===== config.mk =====
export PLATFORM = sky130hd
export DESIGN_NAME = key_event_ctrl
export DESIGN_NICKNAME = d
export VERILOG_FILES = /design/src/rtl/key_codes.sv /design/src/rtl/key_event_fifo.sv /design/src/rtl/key_event_ctrl.sv
export SDC_FILE = /design/constraint.sdc
export NUM_CORES = 1
export LEC_CHECK = 0
export BUFFER_PORTS_ARGS = -buffer_cell sky130_fd_sc_hd__buf_2
export CAP_MARGIN = 5
export CORE_MARGIN = 2
export CORE_UTILIZATION = 60
export CTS_BUF_LIST = sky130_fd_sc_hd__clkbuf_2
export DETAILED_ROUTE_END_ITERATION = 12
export GPL_TIMING_DRIVEN = 0
export HOLD_SLACK_MARGIN = 0.06
export PLACE_DENSITY_LB_ADDON = 0.1
export SETUP_SLACK_MARGIN = 0.1
export SLEW_MARGIN = 20
export SYNTH_ARGS = -nofsm -noshare
export SYNTH_HDL_FRONTEND = slang
export SYNTH_SLANG_ARGS = --single-unit

===== constraint.sdc =====
create_clock -name clk -period 4.8 [get_ports clk]
set_input_delay 0.96 -clock clk [delete_from_list [all_inputs] [get_ports clk]]
set_output_delay 0.96 -clock clk [all_outputs]
set_load 0.005 [all_outputs]

===== src/rtl/key_codes.sv =====
// key_codes: key code values, controller FSM states and the event record shared by the key event blocks.
package key_codes;
    localparam int CNT_W = 16;
    typedef enum logic [2:0] {
        KEY_NONE  = 3'd0,
        KEY_UP    = 3'd1,
        KEY_DOWN  = 3'd2,
        KEY_LEFT  = 3'd3,
        KEY_RIGHT = 3'd4
    } key_t;
    typedef enum logic [1:0] {
        IDLE,
        DEBOUNCE,
        PRESSED,
        REPEAT
    } state_t;
    typedef struct packed {
        logic [2:0] code;
        logic       rpt;
    } event_t;
endpackage


===== src/rtl/key_event_fifo.sv =====
// key_event_fifo: 4-entry first-in first-out queue of key events; push and pop may coincide even when full.
module key_event_fifo
    import key_codes::*;
(
    input  logic   clk,
    input  logic   reset,
    input  logic   push,
    input  logic   pop,
    input  event_t din,
    output event_t dout,
    output logic   full,
    output logic   empty
);
    event_t     mem [4];
    logic [1:0] wr_ptr;
    logic [1:0] rd_ptr;
    logic [2:0] count;
    logic       do_pop;
    logic       do_push;
    assign empty   = count == 3'd0;
    assign full    = count == 3'd4;
    assign do_pop  = pop && !empty;
    assign do_push = push && (!full || do_pop);
    assign dout    = empty ? '0 : mem[rd_ptr];
    always_ff @(posedge clk or negedge reset) begin
        if (!reset) begin
            wr_ptr <= '0;
            rd_ptr <= '0;
            count  <= '0;
        end else begin
            if (do_push) wr_ptr <= wr_ptr + 2'd1;
            if (do_pop) rd_ptr <= rd_ptr + 2'd1;
            count <= count + {2'b0, do_push} - {2'b0, do_pop};
        end
    end
    // Storage needs no reset: dout is masked while empty.
    always_ff @(posedge clk) begin
        if (do_push) mem[wr_ptr] <= din;
    end
endmodule


===== src/rtl/key_event_ctrl.sv =====
// key_event_ctrl: debounces the touch-pad key code, emits press and auto-repeat events into a 4-deep FIFO.
module key_event_ctrl
    import key_codes::*;
#(
    parameter int DEBOUNCE_CYC = 16,
    parameter int REPEAT_DLY   = 1000,
    parameter int REPEAT_PER   = 200
) (
    input  logic       clk,
    input  logic       reset,
    input  logic [2:0] keys_in,
    output logic       ev_valid,
    input  logic       ev_ready,
    output logic [2:0] ev_code,
    output logic       ev_repeat,
    output logic [2:0] held,
    output logic       overflow
);
    localparam logic [CNT_W-1:0] DB  = CNT_W'(DEBOUNCE_CYC);
    localparam logic [CNT_W-1:0] DLY = CNT_W'(REPEAT_DLY);
    localparam logic [CNT_W-1:0] PER = CNT_W'(REPEAT_PER);
    state_t             state;
    state_t             state_n;
    logic [2:0]         cand;
    logic [2:0]         cand_n;
    logic [2:0]         held_n;
    logic [CNT_W-1:0]   cnt;
    logic [CNT_W-1:0]   cnt_n;
    logic [CNT_W-1:0]   cnt_inc;
    logic [CNT_W-1:0]   tmr;
    logic [CNT_W-1:0]   tmr_n;
    logic [CNT_W-1:0]   tmr_inc;
    logic               rel;
    logic               push;
    event_t             push_ev;
    event_t             head;
    logic               full;
    logic               empty;
    assign cnt_inc = cnt + 1'b1;
    assign tmr_inc = tmr + 1'b1;
    assign rel     = keys_in != held;
    // cnt is the debounce counter before acceptance and the release counter while held.
    always_comb begin
        state_n = state;
        cand_n  = cand;
        held_n  = held;
        cnt_n   = cnt;
        tmr_n   = tmr;
        push    = 1'b0;
        push_ev = '{code: held, rpt: 1'b1};
        case (state)
            IDLE: begin
                if (keys_in != KEY_NONE) begin
                    cand_n  = keys_in;
                    cnt_n   = '0;
                    state_n = DEBOUNCE;
                end
            end
            DEBOUNCE: begin
                if (keys_in == KEY_NONE) begin
                    cnt_n   = '0;
                    state_n = IDLE;
                end else if (keys_in != cand) begin
                    cand_n = keys_in;
                    cnt_n  = '0;
                end else if (cnt_inc == DB) begin
                    held_n  = cand;
                    push    = 1'b1;
                    push_ev = '{code: cand, rpt: 1'b0};
                    cnt_n   = '0;
                    tmr_n   = '0;
                    state_n = PRESSED;
                end else begin
                    cnt_n = cnt_inc;
                end
            end
            default: begin
                cnt_n = rel ? cnt_inc : '0;
                tmr_n = tmr_inc;
                // An accepted release wins over a repeat falling due on the same cycle.
                if (rel && cnt_inc == DB) begin
                    held_n  = KEY_NONE;
                    cnt_n   = '0;
                    tmr_n   = '0;
                    state_n = IDLE;
                end else if (tmr_inc == (state == PRESSED ? DLY : PER)) begin
                    push    = 1'b1;
                    tmr_n   = '0;
                    state_n = REPEAT;
                end
            end
        endcase
    end
    always_ff @(posedge clk or negedge reset) begin
        if (!reset) begin
            state    <= IDLE;
            cand     <= KEY_NONE;
            held     <= KEY_NONE;
            cnt      <= '0;
            tmr      <= '0;
            overflow <= 1'b0;
        end else begin
            state    <= state_n;
            cand     <= cand_n;
            held     <= held_n;
            cnt      <= cnt_n;
            tmr      <= tmr_n;
            overflow <= push && full && !ev_ready;
        end
    end
    key_event_fifo u_fifo (
        .clk   (clk),
        .reset (reset),
        .push  (push),
        .pop   (ev_ready),
        .din   (push_ev),
        .dout  (head),
        .full  (full),
        .empty (empty)
    );
    assign ev_valid  = !empty;
    assign ev_code   = head.code;
    assign ev_repeat = head.rpt;
endmodule


==> impl_metrics.sql <==
INSERT INTO impl_metrics (metric_group, metric, value, unit) VALUES
('cells_and_area', 'area.growth.synth_to_final', '8.13', '%'),
('grt', 'grt_start_max_net_pins', '49', ''),
('timing', 'timing_hold_violations_final', '0', ''),
('synth', 'syn_nets', '401', ''),
('route', 'drt_pre_antenna_iters', '4', ''),
('synth', 'number_of_storage_elements_in_the_synthesis_netlist', '64', ''),
('grt', 'grtUsageTotal', '0.256', ''),
('synth', 'netlist_area', '0.00391', 'mm2'),
('clock_network', 'tritoncts_sinks', '64', ''),
('synth', 'synthFlopType', 'dfrtp_1', ''),
('timing', 'max_slew_margin_vs_limit', '0.384', ''),
('grt', 'grt_pass1_wl', '14700', 'um'),
('timing', 'max_freq', '265', 'MHz'),
('clock_network', 'cts.root.buffer_cell', 'clkbuf_2', ''),
('synth', 'yosys_warnings', '0', ''),
('synth', 'synthCells', '386', ''),
('synth', 'synth_cell_types', '65', ''),
('cells_and_area', 'n_antenna_cell', '0', ''),
('critical_path', 'setup.worst_path.class', 'flop to flop', ''),
('clock_network', 'ctsHtreeMaxLevel', '3', ''),
('floorplanning', 'initial_core_util', '0.619', ''),
('route', 'detail_route.wl_per_cell', '16.9', 'um'),
('floorplanning', 'die_outline_area', '0.00717', 'mm2'),
('route', 'drc', '0', ''),
('timing', 'worst-slew-pin-transition', '0.911', 'ns'),
('timing', 'finalSetupViolCount', '0', ''),
('route', 'routed_wl', '8350', 'um'),
('clock_network', 'clk_pin_slew_worst_paths', '0.20', 'ns'),
('power', 'leakage', '1.72', 'nW'),
('floorplanning', 'dieWidth', '84.7', 'um'),
('synth', 'syn_area_per_cell', '10.1', 'um2'),
('synth', 'synth.area.top_cells', 'dfrtp_1 (31%), edfxtp_1 (12%), nand3_1 (3.8%)', ''),
('clock_network', 'clock_tree_from_tritoncts', 'yes', ''),
('cells_and_area', 'nNetsFinal', '426', ''),
('critical_path', 'crit_path_top_delay_cell', 'dfrtp_1', ''),
('synth', 'async_flop_share', '0.750', ''),
('clock_network', 'numCtsBuffers', '9', ''),
('clock_network', 'cts_repair_resize_count', '0', ''),
('grt', 'first_global_vias', '3001', ''),
('power', 'irDropWorstVdd', '327', 'uV'),
('flow_run', 'maxCapViolations', '0', ''),
('critical_path', 'critical_path.max_stage_delay', '0.49', 'ns'),
('route', 'post_drt_via_cell_ratio', '6.26', ''),
('timing', 'hold_slack', '0.442', 'ns'),
('timing', 'max_slew_vio_count', '0', ''),
('grt', 'antenna_found_initial', '0', ''),
('cells_and_area', 'layout-drive-gt1-share', '0.188', ''),
('route', 'drt.antenna.violating_nets', '0', ''),
('timing', 'unrepaired_setup_endpoints_after_global_routing', 'no', ''),
('critical_path', 'end_kind', 'flop', ''),
('outcome', 'run_status', 'finished clean', ''),
('synth', 'synth_sequential_area_ratio', '0.430', ''),
('clock_network', 'clockBufferDepth', '2', ''),
('power', 'power_per_cell_area', '280', 'mW/mm2'),
('critical_path', 'cp_data_arrival_time', '4.20', 'ns'),
('critical_path', 'data_required_time_at_the_worst_endpoint', '5.22', 'ns'),
('synth', 'number_of_enable_flip_flop_cells_after_synthesis', '16', ''),
('route', 'drt_iter0_drc', '221', ''),
('grt', 'overflow', '0', ''),
('route', 'vias', '3086', ''),
('timing', 'timing.final.crit_share', '0.787', ''),
('cells_and_area', 'final_core_util', '0.669', ''),
('clock_network', 'cts_hold_buf', '0', ''),
('floorplanning', 'rows', '29', ''),
('synth', 'yosysTopAreaCellShare', '0.307', ''),
('min_path', 'hp-class', 'input pin to async pin', ''),
('critical_path', 'ff2ff_path_depth', '12', ''),
('timing', 'clock_skew', '0.0238', 'ns'),
('timing', 'finalCriticalPeriod', '3.78', 'ns'),
('clock_network', 'post-cts-setup-buffer-count', '0', ''),
('critical_path', 'crit_path_cell_trace', 'ha_1 -> nand3_1 -> nor3_1 -> mux2_2 -> and4_1 -> a21bo_2 -> o31ai_4 -> ha_1 -> inv_1 -> fa_1 -> xnor2_1 -> xnor2_1', ''),
('clock_network', 'insertion_delay_to_the_later_sink_of_the_worst_skew_pair', '0.49', 'ns'),
('floorplanning', 'floorplan.core_area', '0.00631', 'mm2'),
('synth', 'synth_area_leader_cell', 'dfrtp_1', ''),
('floorplanning', 'floorplan.io_pins', '15', ''),
('critical_path', 'crit_path_start_kind', 'flop', ''),
('placed_design', 'buffer_ports.inserted', '14', ''),
('placed_design', 'globalplace.congestion', '0.939', ''),
('floorplanning', 'die_h', '84.7', 'um'),
('timing', 'totalNegativeSetupSlack', '0', 'ns'),
('critical_path', 'worst-path-max-fanout', '7', ''),
('placed_design', 'dpl.hpwl', '5890', 'um');
routing by layer:
| metal | track usage | wire length, um | vias up | part of all wire |
|---|---|---|---|---|
| li1 | - | - | 1506 | - |
| met1 | 0.345 | 3770 | 1501 | 0.45 |
| met2 | 0.424 | 4150 | 77 | 0.50 |
| met3 | 0.0403 | 403 | 2 | 0.048 |
| met4 | 0.0866 | 29 | 0 | 0.0035 |
| met5 | 0 | 0 | - | 0 |
placed cells by master (no fill, tap or decap), drive strengths merged, types with 6 or more instances in the layout:
| cell type | netlist | routed |
|---|---|---|
| a31oi | 14 | 14 |
| dfrtp | 48 | 48 |
| a41oi | 6 | 6 |
| o21ai | 18 | 18 |
| mux2 | 9 | 9 |
| ha | 8 | 8 |
| nand4 | 14 | 14 |
| o31ai | 6 | 6 |
| and2 | 16 | 16 |
| buf | 13 | 27 |
| nor3 | 11 | 11 |
| and3 | 9 | 9 |
| a22o | 7 | 7 |
| nand2 | 32 | 32 |
| nand3 | 30 | 30 |
| clkbuf | 9 | 18 |
| inv | 12 | 13 |
| nor2 | 15 | 15 |
| edfxtp | 16 | 16 |
| a21oi | 11 | 11 |
| nand2b | 8 | 8 |
| xnor2 | 17 | 17 |
synth_stat cells, types with 9 or more instances:
master and count:
nor2_1 15, a21oi_1 10, and3_1 9, a31oi_1 14
and2_1 11, inv_1 12, xnor2_1 17, edfxtp_1 16
nand4_1 9, dfrtp_1 48, nor3_1 11, nand3_1 30
o21ai_0 18, nand2_1 32
logic make-up after synthesis:
kind of cell               count (synthesis)  share of synthesized area
and+or+nand+nor                          161                      0.240
xor gates and xnor gates                  19                     0.0426
adders and majority gates                  9                     0.0307
buffers and inverters                     34                     0.0423
DFF                                       64                      0.430
AOI/OAI and AO/OA                         82                      0.153
muxes                                     17                     0.0602
layout make-up:
class	count	area (um2)
Buffer	22	120
Clock buffer	9	45.0
Clock inverter	7	104
Sequential cell	64	1680
Timing Repair Buffer	14	72.6
Inverter	12	45.0
Multi-Input combinational cell	288	2060
Tap cell	77	96.3
Fill cell	513	2090
flip-flops by register name, indices dropped and copies added, names as in the netlist:
register,flops
cnt,16
tmr,16
u_fifo.mem,16
cand,3
held,3
u_fifo.count,3
state,2
u_fifo.rd_ptr,2
u_fifo.wr_ptr,2
overflow,1
worst paths after layout:
check	from	to	slack, ns
setup / recovery	cnt[1]	u_fifo.count[2]	1.02
setup reg to reg	cnt[1]	u_fifo.count[2]	1.02
max in group asynchronous	reset	cnt[6]	3.93
hold reg to reg	u_fifo.count[2]	u_fifo.count[2]	0.51
hold / removal	reset	u_fifo.rd_ptr[1]	0.44
min in group clk	u_fifo.count[2]	u_fifo.count[2]	0.51
worst max-delay path: cells and delay by family, from the launching register on:
family,cells,cell delay [ns]
xor+xnor,2,0.31
fa+ha+maj,3,0.91
mux,1,0.43
buf+inv,1,0.05
compound gates,2,0.68
simple gates,3,0.83
flops,1,0.49
where the power goes:
group,total [mW],internal [mW],switching (mW)
Clock,0.393,0.178,0.215
Sequential,0.610,0.582,0.0280
Combinational,0.179,0.0932,0.0858
metrics by stage:
stage          total power [mW]  worst slack, ns  std cells  cell area (um2)
5_1_grt                    1.25            0.716        493             4230
3_5_place_dp              0.801             1.09        477             4070
6_report                   1.18             1.02        493             4230
3_3_place_gp              0.792             1.11        477             4070
2_1_floorplan             0.744             1.52        386             3910
4_1_cts                    1.20             1.04        493             4220
Power figures use the tool's default switching activity.
